==> src/rtl/ddr2_wr_arb_pkg.sv <==
// Shared types and widths for the two-writer DDR2 write-port arbiter.
package ddr2_wr_arb_pkg;
  typedef enum logic [1:0] {
    IDLE  = 2'd0,
    GRANT = 2'd1,
    BEAT2 = 2'd2
  } arb_state_e;

  localparam int AF_ADDR_W = 31;
  localparam int WDF_W     = 128;
  localparam int MASK_W    = 16;
  localparam logic [MASK_W-1:0] MASK_NONE = 16'hffff;
endpackage

==> src/rtl/ddr2_wr_arbiter_rr_pick2.sv <==
// Two-way round-robin picker: on a tie the requester that did not go last wins.
module rr_pick2
  import ddr2_wr_arb_pkg::*;
(
  input  logic [1:0] req_i,
  input  logic       last_i,
  output logic [1:0] gnt_o
);
  always_comb begin
    gnt_o = req_i;
    if (req_i == 2'b11) gnt_o = last_i ? 2'b01 : 2'b10;
  end
endmodule

==> src/rtl/ddr2_wr_arbiter.sv <==
// Shares the DDR2 af/wdf write port between two burst writers, whole bursts only.
// Optional WR_ARB_PERF_CNT_EN adds burst and stall performance counters.
module ddr2_wr_arbiter
  import ddr2_wr_arb_pkg::*;
#(
  parameter int MAX_BURSTS = 4
) (
  input  logic                 clk,
  input  logic                 rst,
`ifdef WR_ARB_PERF_CNT_EN
  output logic [31:0]          perf_r0_bursts,
  output logic [31:0]          perf_r1_bursts,
  output logic [31:0]          perf_stall,
`endif
  input  logic [AF_ADDR_W-1:0] r0_af_addr_din,
  input  logic                 r0_af_wr_en,
  input  logic [WDF_W-1:0]     r0_wdf_din,
  input  logic [MASK_W-1:0]    r0_wdf_mask_din,
  input  logic                 r0_wdf_wr_en,
  output logic                 r0_af_full,
  output logic                 r0_wdf_full,
  input  logic [AF_ADDR_W-1:0] r1_af_addr_din,
  input  logic                 r1_af_wr_en,
  input  logic [WDF_W-1:0]     r1_wdf_din,
  input  logic [MASK_W-1:0]    r1_wdf_mask_din,
  input  logic                 r1_wdf_wr_en,
  output logic                 r1_af_full,
  output logic                 r1_wdf_full,
  input  logic                 af_full,
  input  logic                 wdf_full,
  output logic [AF_ADDR_W-1:0] af_addr_din,
  output logic                 af_wr_en,
  output logic [WDF_W-1:0]     wdf_din,
  output logic [MASK_W-1:0]    wdf_mask_din,
  output logic                 wdf_wr_en,
  output logic [1:0]           grant,
  output logic                 busy
);
  arb_state_e state_q, state_d;
  logic [1:0] grant_q, grant_d;
  logic       rr_last_q, rr_last_d;
  logic [3:0] burst_cnt_q, burst_cnt_d;

  logic [1:0] req, pick;
  logic       g_af_en, g_wdf_en, other_req, beat1_ok, beat2_ok, limit_hit;
  logic [MASK_W-1:0] g_mask;

  assign req = {r1_af_wr_en, r0_af_wr_en};

  rr_pick2 u_pick (.req_i(req), .last_i(rr_last_q), .gnt_o(pick));

  assign g_af_en   = |(grant_q & req);
  assign g_wdf_en  = |(grant_q & {r1_wdf_wr_en, r0_wdf_wr_en});
  assign other_req = |(~grant_q & req);
  assign beat1_ok  = (state_q == GRANT) && g_af_en && g_wdf_en && !af_full && !wdf_full;
  assign beat2_ok  = (state_q == BEAT2) && g_wdf_en && !wdf_full;
  assign limit_hit = ({1'b0, burst_cnt_q} + 5'd1) >= 5'(MAX_BURSTS);

  assign af_addr_din  = grant_q[1] ? r1_af_addr_din : r0_af_addr_din;
  assign wdf_din      = grant_q[1] ? r1_wdf_din : r0_wdf_din;
  assign g_mask       = grant_q[1] ? r1_wdf_mask_din : r0_wdf_mask_din;
  assign wdf_mask_din = wdf_wr_en ? g_mask : MASK_NONE;

  // Full flags depend only on registered grant/state plus the DDR flags.
  assign r0_af_full  = !(grant_q[0] && state_q == GRANT) || af_full;
  assign r1_af_full  = !(grant_q[1] && state_q == GRANT) || af_full;
  assign r0_wdf_full = !grant_q[0] || wdf_full;
  assign r1_wdf_full = !grant_q[1] || wdf_full;

  assign grant = grant_q;
  assign busy  = state_q != IDLE;

  always_comb begin
    state_d     = state_q;
    grant_d     = grant_q;
    rr_last_d   = rr_last_q;
    burst_cnt_d = burst_cnt_q;
    af_wr_en    = 1'b0;
    wdf_wr_en   = 1'b0;
    case (state_q)
      IDLE: begin
        if (|req) begin
          grant_d = pick;
          state_d = GRANT;
        end
      end
      GRANT: begin
        if (beat1_ok) begin
          af_wr_en  = 1'b1;
          wdf_wr_en = 1'b1;
          state_d   = BEAT2;
        end else if (!g_af_en && !g_wdf_en) begin
          // A lone data write keeps the tenure open but is never forwarded.
          rr_last_d   = grant_q[1];
          grant_d     = 2'b00;
          burst_cnt_d = 4'd0;
          state_d     = IDLE;
        end
      end
      BEAT2: begin
        if (beat2_ok) begin
          wdf_wr_en = 1'b1;
          if (limit_hit && other_req) begin
            rr_last_d   = grant_q[1];
            grant_d     = 2'b00;
            burst_cnt_d = 4'd0;
            state_d     = IDLE;
          end else begin
            // Saturate so the limit still applies if the rival shows up late.
            burst_cnt_d = limit_hit ? 4'(MAX_BURSTS) : burst_cnt_q + 4'd1;
            state_d     = GRANT;
          end
        end
      end
      default: begin
        grant_d = 2'b00;
        state_d = IDLE;
      end
    endcase
  end

  always_ff @(posedge clk) begin
    if (rst) begin
      state_q     <= IDLE;
      grant_q     <= 2'b00;
      rr_last_q   <= 1'b1;
      burst_cnt_q <= 4'd0;
    end else begin
      state_q     <= state_d;
      grant_q     <= grant_d;
      rr_last_q   <= rr_last_d;
      burst_cnt_q <= burst_cnt_d;
    end
  end

`ifdef WR_ARB_PERF_CNT_EN
  logic [31:0] perf_r0_q, perf_r1_q, perf_stall_q;
  logic        stall;

  assign stall = ((state_q == GRANT) && g_af_en && (af_full || wdf_full)) ||
                 ((state_q == BEAT2) && g_wdf_en && wdf_full);

  always_ff @(posedge clk) begin
    if (rst) begin
      perf_r0_q    <= 32'd0;
      perf_r1_q    <= 32'd0;
      perf_stall_q <= 32'd0;
    end else begin
      perf_r0_q    <= perf_r0_q + 32'(beat2_ok && grant_q[0]);
      perf_r1_q    <= perf_r1_q + 32'(beat2_ok && grant_q[1]);
      perf_stall_q <= perf_stall_q + 32'(stall);
    end
  end

  assign perf_r0_bursts = perf_r0_q;
  assign perf_r1_bursts = perf_r1_q;
  assign perf_stall     = perf_stall_q;
`endif
endmodule
==> config.mk <==
export PLATFORM = sky130hd
export DESIGN_NAME = ddr2_wr_arbiter
export DESIGN_NICKNAME = d
export VERILOG_FILES = /design/src/rtl/ddr2_wr_arb_pkg.sv /design/src/rtl/ddr2_wr_arbiter_rr_pick2.sv /design/src/rtl/ddr2_wr_arbiter.sv
export SDC_FILE = /design/constraint.sdc
export NUM_CORES = 1
export LEC_CHECK = 0
export ABC_CLOCK_PERIOD_IN_PS = 2100
export BUFFER_PORTS_ARGS = -buffer_cell sky130_fd_sc_hd__buf_2
export CAP_MARGIN = 40
export CORE_AREA = 5 5 207 209
export DETAILED_ROUTE_END_ITERATION = 8
export DIE_AREA = 0 0 212 214
export GPL_TIMING_DRIVEN = 0
export PLACE_DENSITY_LB_ADDON = 0.1
export SYNTH_ARGS = -nofsm -noshare
export SYNTH_HDL_FRONTEND = slang
export SYNTH_HIERARCHICAL = 1
export SYNTH_SLANG_ARGS = --single-unit
==> constraint.sdc <==
create_clock -name clk -period 2.1 [get_ports clk]
set_clock_uncertainty 0.2 [all_clocks]
set_input_delay 0.315 -clock clk [delete_from_list [all_inputs] [get_ports clk]]
set_output_delay 0.315 -clock clk [all_outputs]
set_load 0.005 [all_outputs]
# After elaboration in Yosys (flattened, before gate mapping)
# Cells that the tools add are included.
[classes]
bitwise_logic = 4
n_reduce_logical = 33
muxes = 32
add_sub_neg = 2
order_cmp = 1
n_eq_ne = 9
[ops]
columns = ["cell", "count"]
rows = [
  ["128-bit 2-to-1 mux", 1],
  ["16-bit 2-to-1 mux", 2],
  ["31-bit 2-to-1 mux", 1],
  ["2-bit 2-to-1 mux", 10],
  ["4-bit 2-to-1 mux", 5],
  ["2-bit one-hot mux with 3 select lines", 2],
  ["1-bit logical AND", 10],
  ["5-bit AND reduction", 2],
  ["1-bit logical NOT", 8],
  ["1-bit 2-to-1 mux", 8],
  ["4-bit one-hot mux with 2 select lines", 1],
  ["2-bit OR reduction", 4],
  ["2-bit AND", 3],
  ["2-bit != test, second input constant", 3],
  ["4-bit by 1-bit adder with 5-bit output, second input constant", 1],
  ["5-bit by 3-bit >= comparator with 1-bit output, second input constant", 1],
  ["4-bit by 1-bit adder with 4-bit output, second input constant", 1],
  ["2-bit == test, second input constant", 2],
  ["1-bit logical OR", 4],
  ["2-bit by 1-bit != test with 1-bit output, second input constant", 2],
  ["1-bit one-hot mux with 2 select lines", 2],
  ["4-bit AND reduction", 1],
  ["2-bit nonzero test", 2],
  ["3-bit by 2-bit != test with 1-bit output, second input constant", 1],
  ["4 further kinds", 4],
]
[totals]
out_inout_bits = 184
regBits = 9
elab_cells = 85
inputBits = 358

# Logic depth before layout (Yosys ltp)
# Gate-level depths: netlist of run 1.
[logic_depth]
word_depth = 9
ltp_mapped = 8
mapped_depth_nobuf = 7

# By module
# Netlist of run 1, hierarchy kept.
[modules_own_cells]
columns = ["module", "instances", "cells_each", "seq_area_each_um2", "area_per_inst_um2"]
rows = [
  ["ddr2_wr_arbiter", 1, 290, 180.2, 2778.9],
  ["rr_pick2", 1, 3, 0.0, 18.8],
]

# Worst setup path before layout of run 1
# Ideal clock, no wire load.
[synth_path]
path_type = "register to output"
startpoint = "register state_q[1]"
endpoint = "output port wdf_mask_din[10]"
setup_slack_ns = 0.060
stages_incl_launch_ff = 9
path_buffers = 2
arrival_time_ns = 1.525
required_time_ns = 1.585
cell_sequence = "dfxtp_1 > inv_1 > ha_1 > and2b_1 > and2b_1 > o211a_1 > buf_2 > buf_6 > nand2_1"
[synth_between]
elab_chain_len = 8
elab_cells_between_ends = 12
classes_between = "2 x eq/ne; 4 x mux; 6 x reduce/logical"
[synth_rtl]
columns = ["item", "line", "source"]
rows = [
  ["start: declaration", "ddr2_wr_arbiter.sv:39", "arb_state_e state_q, state_d;"],
  ["start signal: assignment", "ddr2_wr_arbiter.sv:129", "state_q <= state_d;"],
  ["2-bit by 1-bit == test with 1-bit output", "ddr2_wr_arbiter.sv:55, ddr2_wr_arbiter.sv:80", ""],
  ["1-bit logical AND (4 in a row)", "ddr2_wr_arbiter.sv:55", "assign beat1_ok = (state_q == GRANT) && g_af_en && g_wdf_en && !af_full && !wdf_full;"],
  ["1-bit 2-to-1 mux", "ddr2_wr_arbiter.sv:88", "if (beat1_ok) begin"],
  ["1-bit one-hot mux with 2 select lines (*)", "ddr2_wr_arbiter.sv:80", "case (state_q)"],
  ["via wdf_wr_en", "ddr2_wr_arbiter.sv:35", "output logic wdf_wr_en,"],
  ["16-bit 2-to-1 mux (*)", "ddr2_wr_arbiter.sv:62", "assign wdf_mask_din = wdf_wr_en ? g_mask : MASK_NONE;"],
  ["end: declaration", "ddr2_wr_arbiter.sv:34", "output logic [MASK_W-1:0] wdf_mask_din,"],
]
# Mark *: on every way through the listed nets, which the timed path passes. The rest lies on a longest branch.

# Worst setup path after layout of run 1
[layout_path]
startpoint = "register state_q[1]"
endpoint = "output port wdf_mask_din[13]"
[layout_between]
elab_chain_len = 8
elab_cells_between_ends = 12
classes_between = "2 x eq/ne; 4 x mux; 6 x reduce/logical"
[layout_rtl]
columns = ["item", "line"]
rows = [
  ["2-bit by 1-bit == test with 1-bit output", "ddr2_wr_arbiter.sv:55, ddr2_wr_arbiter.sv:80"],
  ["1-bit logical AND (4 in a row)", "ddr2_wr_arbiter.sv:55"],
  ["1-bit 2-to-1 mux", "ddr2_wr_arbiter.sv:88"],
  ["1-bit one-hot mux with 2 select lines (*)", "ddr2_wr_arbiter.sv:80"],
  ["16-bit 2-to-1 mux (*)", "ddr2_wr_arbiter.sv:62"],
]
# Every way passes the cells marked *; elsewhere a longest branch is shown, timed or not.

==> results of run 1 <==
-- final cells by class --
class / count / area (um^2)
plain buffers: 23 / 368
clock buffers: 4 / 78.8
fillers: 4550 / 32200
diodes: 1 / 2.50
inverters: 7 / 26.3
repair buffers: 572 / 4040
well taps: 532 / 666
flip-flops and latches: 9 / 188
multi-input cells: 253 / 3040
-- routing by layer --
metal | wire length [um] | vias to the layer above
met5 | 0 | -
met4 | 229 | 0
met3 | 2430 | 12
met2 | 14300 | 310
met1 | 8340 | 2129
li1 | - | 2231
-- cell usage after synthesis (all sizes together) (2+ instances only) --
master | n | area, um^2
dfxtp | 9 | 180
a21boi | 3 | 22.5
and2b | 2 | 15.0
inv | 7 | 26.3
a22oi | 2 | 20.0
buf | 24 | 134
o211ai | 3 | 41.3
nand3 | 3 | 15.0
nor2 | 5 | 18.8
mux2i | 17 | 170
or3 | 4 | 25.0
and2 | 2 | 15.0
mux2 | 159 | 1790
o21ai | 5 | 36.3
a21oi | 4 | 20.0
nand2 | 26 | 100
ha | 6 | 75.1
nand2b | 3 | 18.8
-- kinds of logic (layout without fill, tap and decap cells) --
kind of cell             count (synthesis)  after routing  synth area share (%)
multiplexers                           176            176                  70.1
other                                    0              1                     0
buffers and inverters                   31            606                  5.72
adder cells (fa/ha/maj)                  6              6                  2.68
AO/OA/AOI/OAI                           23             23                  6.89
flip-flops                               9              9                  6.44
AND/OR/NAND/NOR                         48             48                  8.18
-- flip-flops by register name (all words and copies together), names as in the netlist --
register / flops
burst_cnt_q: 4
grant: 2
rr_last_q: 1
state_q: 2
-- worst reg2reg max path: cells and delay by family, from the launching register on --
| kind | cells | cell delay, ns |
|---|---|---|
| and+or+nand+nor | 3 | 0.75 |
| AOI/OAI and AO/OA | 1 | 0.15 |
| adders and majority gates | 1 | 0.33 |
| buffers and inverters | 1 | 0.08 |
| DFF | 1 | 0.37 |
-- final timing paths --
| kind | start | endpoint | slack, ns |
|---|---|---|---|
| setup reg to reg | state_q[0] | grant[1] | 0.15 |
| hold reg to reg | burst_cnt_q[1] | burst_cnt_q[1] | 0.29 |
| setup / recovery | state_q[1] | wdf_mask_din[13] | -0.23 |
| hold / removal | burst_cnt_q[1] | burst_cnt_q[1] | 0.29 |
-- placed cells by master, fill, tap and decap left out, types with 6 or more instances in the layout --
cell	Yosys	final
buf_8	0	9
mux2_2	159	29
nand2_2	1	7
buf_4	1	10
buf_2	20	413
buf_6	2	133
nand2_1	25	18
buf_12	0	22
mux2_4	0	130
mux2i_1	17	12
clkbuf_16	0	6
inv_1	7	6
-- power by group through the flow --
stage | combinational (mW) | sequential, mW | clock [mW]
2_1_floorplan | 0.574 | 0.194 | 0
3_3_place_gp | 1.36 | 0.200 | 0
3_5_place_dp | 1.36 | 0.199 | 0
4_1_cts | 1.91 | 0.199 | 0.347
5_1_grt | 2.21 | 0.201 | 0.358
6_report | 2.06 | 0.199 | 0.338
-- through the flow --
step	instances	setup TNS [ns]	setup slack [ns]
floorplan	293	0	0.0605
global placement	1365	-37.94	-0.864
detailed placement	1365	-37.01	-0.915
CTS	1403	-12.18	-0.241
global route	1400	-9.49	-0.318
finish	1401	-3.89	-0.226
-- repair_timing --
| action | CTS | global route |
|---|---|---|
| pin swaps | 0 | 0 |
| gates resized for setup | 233 | 146 |
| cloned | 12 | 3 |
| setup buffers | 22 | 4 |
| hold buffers | 0 | 0 |
| setup endpoints to repair | 179 | 136 |
==> summary.md, run 1 <==
| Metric | Value |
|---|---|
| Worst Path Buf+Inv | 4 |
| Syn Nets | 657 |
| Clock Latency Late Sink | about 0.23 ns |
| Design area | 0.00841 mm^2 |
| Via Count | ~4700 |
| Core Area | slightly above 0.04 mm^2 |
| Routed wire per std cell | ~18 um |
| Slowest-stage cell, CP | dfxtp_2 |
| Clock transition at path regs | 0.04 ns |
| Antenna-violating nets left | 0 |
| Outcome | complete, but fails checks |
| Synth Flop Type | dfxtp_1 |
| CTS Root Cell | clkbuf_16 |
| GR Util met2 | 20.9% |
| Worst setup SP type | register |
| Switching Share | a little under a third |
| R2R depth | 6 |
| Synth Instances | a little under 300 |
| Async S/R FF share, synth | 0% |
| Worst slew pin tran | approximately 0.50 ns |
| Final hold vios | 0 |
| Vias in the first global route | 5126 |
| Die width | around 210 um |
| Netlist cell types | 38 |
| Fin Hold WS | 0.285 ns |
| # IOs | 542 |
| GRT met1 Usage | 9.73% |
| Worst Hold Class | reg -> reg |
| Sequential area share after synthesis | under 10% |
| TritonCTS clock tree | done |
| Worst stage delay on the critical path | 0.32 ns |
| Synth warn | 6 |
| WHS Path Cells | 2 |
| Drt total wl | approximately 25000 um |
| Crit path depth | 9 |
| Initial DRT Pass Iterations | 4 |
| Post-synth EDFFs | 0 |
| Worst EP required | around 1.6 ns |
| TritonCTS buffer count | 3 |
| Max Slew Vio Count | 0 |
| CP delay by family, top | simple AND/OR/NAND/NOR gates |
| P_leak | 4.22 nW |
| Row cnt | 74 |
| Grt peak-use layer | met2 |
| Clock Sinks | 9 |
| Crit share post-route | 111% |
| Pwr Density | a little over 300 mW/mm^2 |
| Worst Path Arrival | approximately 1.8 ns |
| PnR worst setup slack | -0.226 ns |
| Fin nets | 1233 |
| Worst-path fanout max | 5 |
| Area Overhead vs Synth | 201% |
| Peak Freq | roughly 0.43 GHz |
| Failing checks | negative setup slack |
| Port buffer count | between 500 and 600 |
| GPL Wtd Cong | between 0.7 and 0.8 |
| DRC | 0 |
| RSZ-0062 raised after global routing | yes |
| Reg power frac | ~7.6% |
| Maximum vdd drop | around 0.27 mV |
| Relative slew margins | approximately 67% |
| Critical Path, Cell by Cell | inv_2 > ha_4 > and2b_2 > and2b_1 > o211a_1 > buf_6 > buf_16 > nand2_1 > buf_2 |
| Grt ovf | 0 |
| Fraction of layout cells with a size suffix above 1 | 90.0% |
| Post-Syn Area | 0.00280 mm^2 |
| Largest net degree at the start of global routing | 11 |
| Power Total | between 2 and 3 mW |
| Met3 Track Usage GR | about 2.7% |
| Placed inst area | 0.00617 mm^2 |
| Drt via density | around 3.3 |
| Clock power share | between 10% and 20% |
| Post-DP HPWL | roughly 22000 um |
| Die area | roughly 0.045 mm^2 |
| Die Ht | between 200 and 250 um |
| Initial antenna violation count | 2 |
| Power Internal | ~1.8 mW |
| Total track usage | 9.96% |
| First-pass GRT wire length | ~34000 um |
| Minimum clock period | ~2.3 ns |
| Setup crit end kind | output port |
| Final setup viols | 33 |
| Post-layout util | between 20 and 25% |
| Comb power frac | about four fifths |
| Clk buf depth | 2 |
| # H-tree levels | 1 |
| Synthesized area per cell | around 9.5 um^2 |
| NetSw | 0.824 mW |
| Max Cap Violations | 0 |
| Critical path class | reg -> out |
| Yosys reg bits | 9 |
| DRT iter0 DRCs | ~110 |
| Initial core utilization | slightly below 7% |
(Power assumes the default switching activity.)
==> run 2, diff against run 1 <==
--- a/config.mk
+++ b/config.mk
@@ -6,13 +6,14 @@
 export NUM_CORES = 1
 export LEC_CHECK = 0
 export ABC_CLOCK_PERIOD_IN_PS = 2100
-export BUFFER_PORTS_ARGS = -buffer_cell sky130_fd_sc_hd__buf_2
+export BUFFER_PORTS_ARGS = -buffer_cell sky130_fd_sc_hd__buf_4
 export CAP_MARGIN = 40
 export CORE_AREA = 5 5 207 209
 export DETAILED_ROUTE_END_ITERATION = 8
 export DIE_AREA = 0 0 212 214
 export GPL_TIMING_DRIVEN = 0
 export PLACE_DENSITY_LB_ADDON = 0.1
+export SKIP_CTS_REPAIR_TIMING = 1
 export SYNTH_ARGS = -nofsm -noshare
 export SYNTH_HDL_FRONTEND = slang
 export SYNTH_HIERARCHICAL = 1
==> summary.md, run 2 (synthesized netlist as in run 1, its figures left out) <==
| Metric | Value |
|---|---|
| Failing checks | negative setup slack |
| Crit path depth | 9 |
| CTS Root Cell | clkbuf_16 |
| Worst Path Arrival | 1.88 ns |
| Largest net degree at the start of global routing | 11 |
| Power Internal | approximately 1.8 mW |
| Peak Freq | around 0.42 GHz |
| Die width | 212 um |
| Crit share post-route | 114% |
| R2R Path Start | state_q[0] |
| Grt ovf | 0 |
| Met3 wire len | roughly 2600 um |
| Vias in the first global route | between 4000 and 5000 |
| HP Start | burst_cnt_q[1] |
| Minimum clock period | about 2.4 ns |
| Hold EP | burst_cnt_q[1] |
| Initial DRT Pass Iterations | 4 |
| Max Slew Vio Count | 0 |
| Relative slew margins | 68.1% |
| Commonest non-fill, non-tap cells in the layout | 457 x buf_4, 95 x buf_6, 80 x mux2_4 |
| Initial core utilization | slightly below 7% |
| DRT iter0 DRCs | 84 |
| Clock Latency Late Sink | approximately 0.23 ns |
| Worst stage delay on the critical path | roughly 0.34 ns |
| Clock Sinks | 9 |
| Slowest-stage cell, CP | dfxtp_2 |
| Critical path class | reg -> out |
| DR WL met2 | between 15000 and 20000 um |
| Die area | 0.0454 mm^2 |
| Fin Hold WS | between 0.2 and 0.3 ns |
| Clock transition at path regs | 0.04 ns |
| Total track usage | 10.1% |
| Max FFs per register | 4 |
| Most common cell after layout, fill and taps aside | buf_4 |
| Core Area | between 0.04 and 0.05 mm^2 |
| Row cnt | 74 |
| Switching Share | between 20% and 30% |
| Fin nets | 1222 |
| Drt via density | 3.34 |
| Top sig layer | met4 |
| Max Cap Violations | 0 |
| Fraction of layout cells with a size suffix above 1 | approximately nine tenths |
| Initial antenna violation count | 0 |
| GPL Wtd Cong | approximately 0.75 |
| Antenna diodes | 0 |
| Filler Cell Count | around 4600 |
| Wl on met1 | around 8300 um |
| Final hold vios | 0 |
| Clk buf depth | 2 |
| Port buffer count | 540 |
| R2R Setup Slk | about 0.19 ns |
| Final setup viols | 53 |
| Maximum vdd drop | between 0.2 and 0.3 mV |
| Setup crit end kind | output port |
| R2R depth | 6 |
| WHS Path Cells | 2 |
| P_leak | between 4 and 5 nW |
| NetSw | just under 0.8 mW |
| Worst setup SP type | register |
| RSZ-0062 raised after global routing | yes |
| Worst Path Buf+Inv | 4 |
| Die Ht | about 210 um |
| FF-to-FF End | rr_last_q |
| Pwr Density | 295 mW/mm^2 |
| PnR worst setup slack | -0.299 ns |
| Worst-path fanout max | 10 |
| Comb power frac | 79.5% |
| Drt total wl | 26400 um |
| Reg power frac | approximately 7.5% |
| Clock power share | about 13% |
| Post-DP HPWL | ~23000 um |
| Routed wire per std cell | about 19 um |
| Placed inst area | 0.00752 mm^2 |
| First-pass GRT wire length | ~34000 um |
| # IOs | 542 |
| CP delay by family, top | simple AND/OR/NAND/NOR gates |
| Top reg by flops | burst_cnt_q |
| DRC | 0 |
| # H-tree levels | 1 |
| Design area | between 0.008 and 0.009 mm^2 |
| Critical Path, Cell by Cell | inv_2 > ha_4 > and2b_2 > and2b_2 > o211a_1 > buf_6 > buf_12 > nand2_1 > buf_6 |
| TritonCTS clock tree | done |
| Worst Hold Class | reg -> reg |
| Antenna-violating nets left | 0 |
| Area Overhead vs Synth | 217% |
| TritonCTS buffer count | 3 |
| Via Count | roughly 4600 |
| Outcome | complete, but fails checks |
| Worst slew pin tran | approximately 0.48 ns |
| Worst EP required | about 1.6 ns |
-- run 2: final cells by class --
class / instances / area [um^2] / share of cell area (%)
clock buffer: 4 / 78.8 / 0.888
buffer: 24 / 335 / 3.78
inverter: 7 / 26.3 / 0.296
multi-input combinational: 253 / 2880 / 32.4
timing repair buffer: 560 / 4710 / 53.0
sequential: 9 / 186 / 2.10
tap: 532 / 666 / 7.50
-- run 2: worst min-delay path, stage by stage, from the launching register on --
cell	delay, ns
dfxtp_1	0.32
nand2_1	0.06
a21oi_1	0.05
-- run 2: worst max-delay path by stage --
stage / start / to / slack, ns
floorplan: state_q[1] / wdf_mask_din[10] / 0.06
global placement: grant[1] / wdf_mask_din[8] / -0.90
detailed placement: grant[1] / wdf_mask_din[8] / -0.93
CTS: grant[1] / wdf_mask_din[8] / -1.20
global route: state_q[1] / wdf_mask_din[7] / -0.38
finish: state_q[1] / wdf_mask_din[9] / -0.30
-- run 2: routing by layer --
layer,up-vias,GRT usage [%]
met3,12,3.32
li1,2204,-
met1,2118,9.29
met2,310,21.6
met4,0,0.730
met5,-,0
-- run 2: power by group through the flow --
stage               Combinational [mW]  Clock [mW]  Sequential (mW)
floorplan                        0.574           0            0.194
global placement                  1.72           0            0.199
detailed placement                1.72           0            0.198
CTS                               1.73       0.351            0.195
global route                      2.22       0.358            0.200
finish                            2.08       0.338            0.197
-- run 2: per-stage QoR --
step	setup slack [ns]	utilization (%)	TNS [ns]	power, mW	std cells
3_3_place_gp	-0.904	18.5	-29.47	1.92	1365
3_5_place_dp	-0.926	18.5	-31.43	1.92	1365
5_1_grt	-0.375	21.8	-10.36	2.78	1389
4_1_cts	-1.20	18.7	-67.56	2.27	1369
6_report	-0.299	21.8	-5.89	2.62	1389
2_1_floorplan	0.0605	-	0	0.768	293
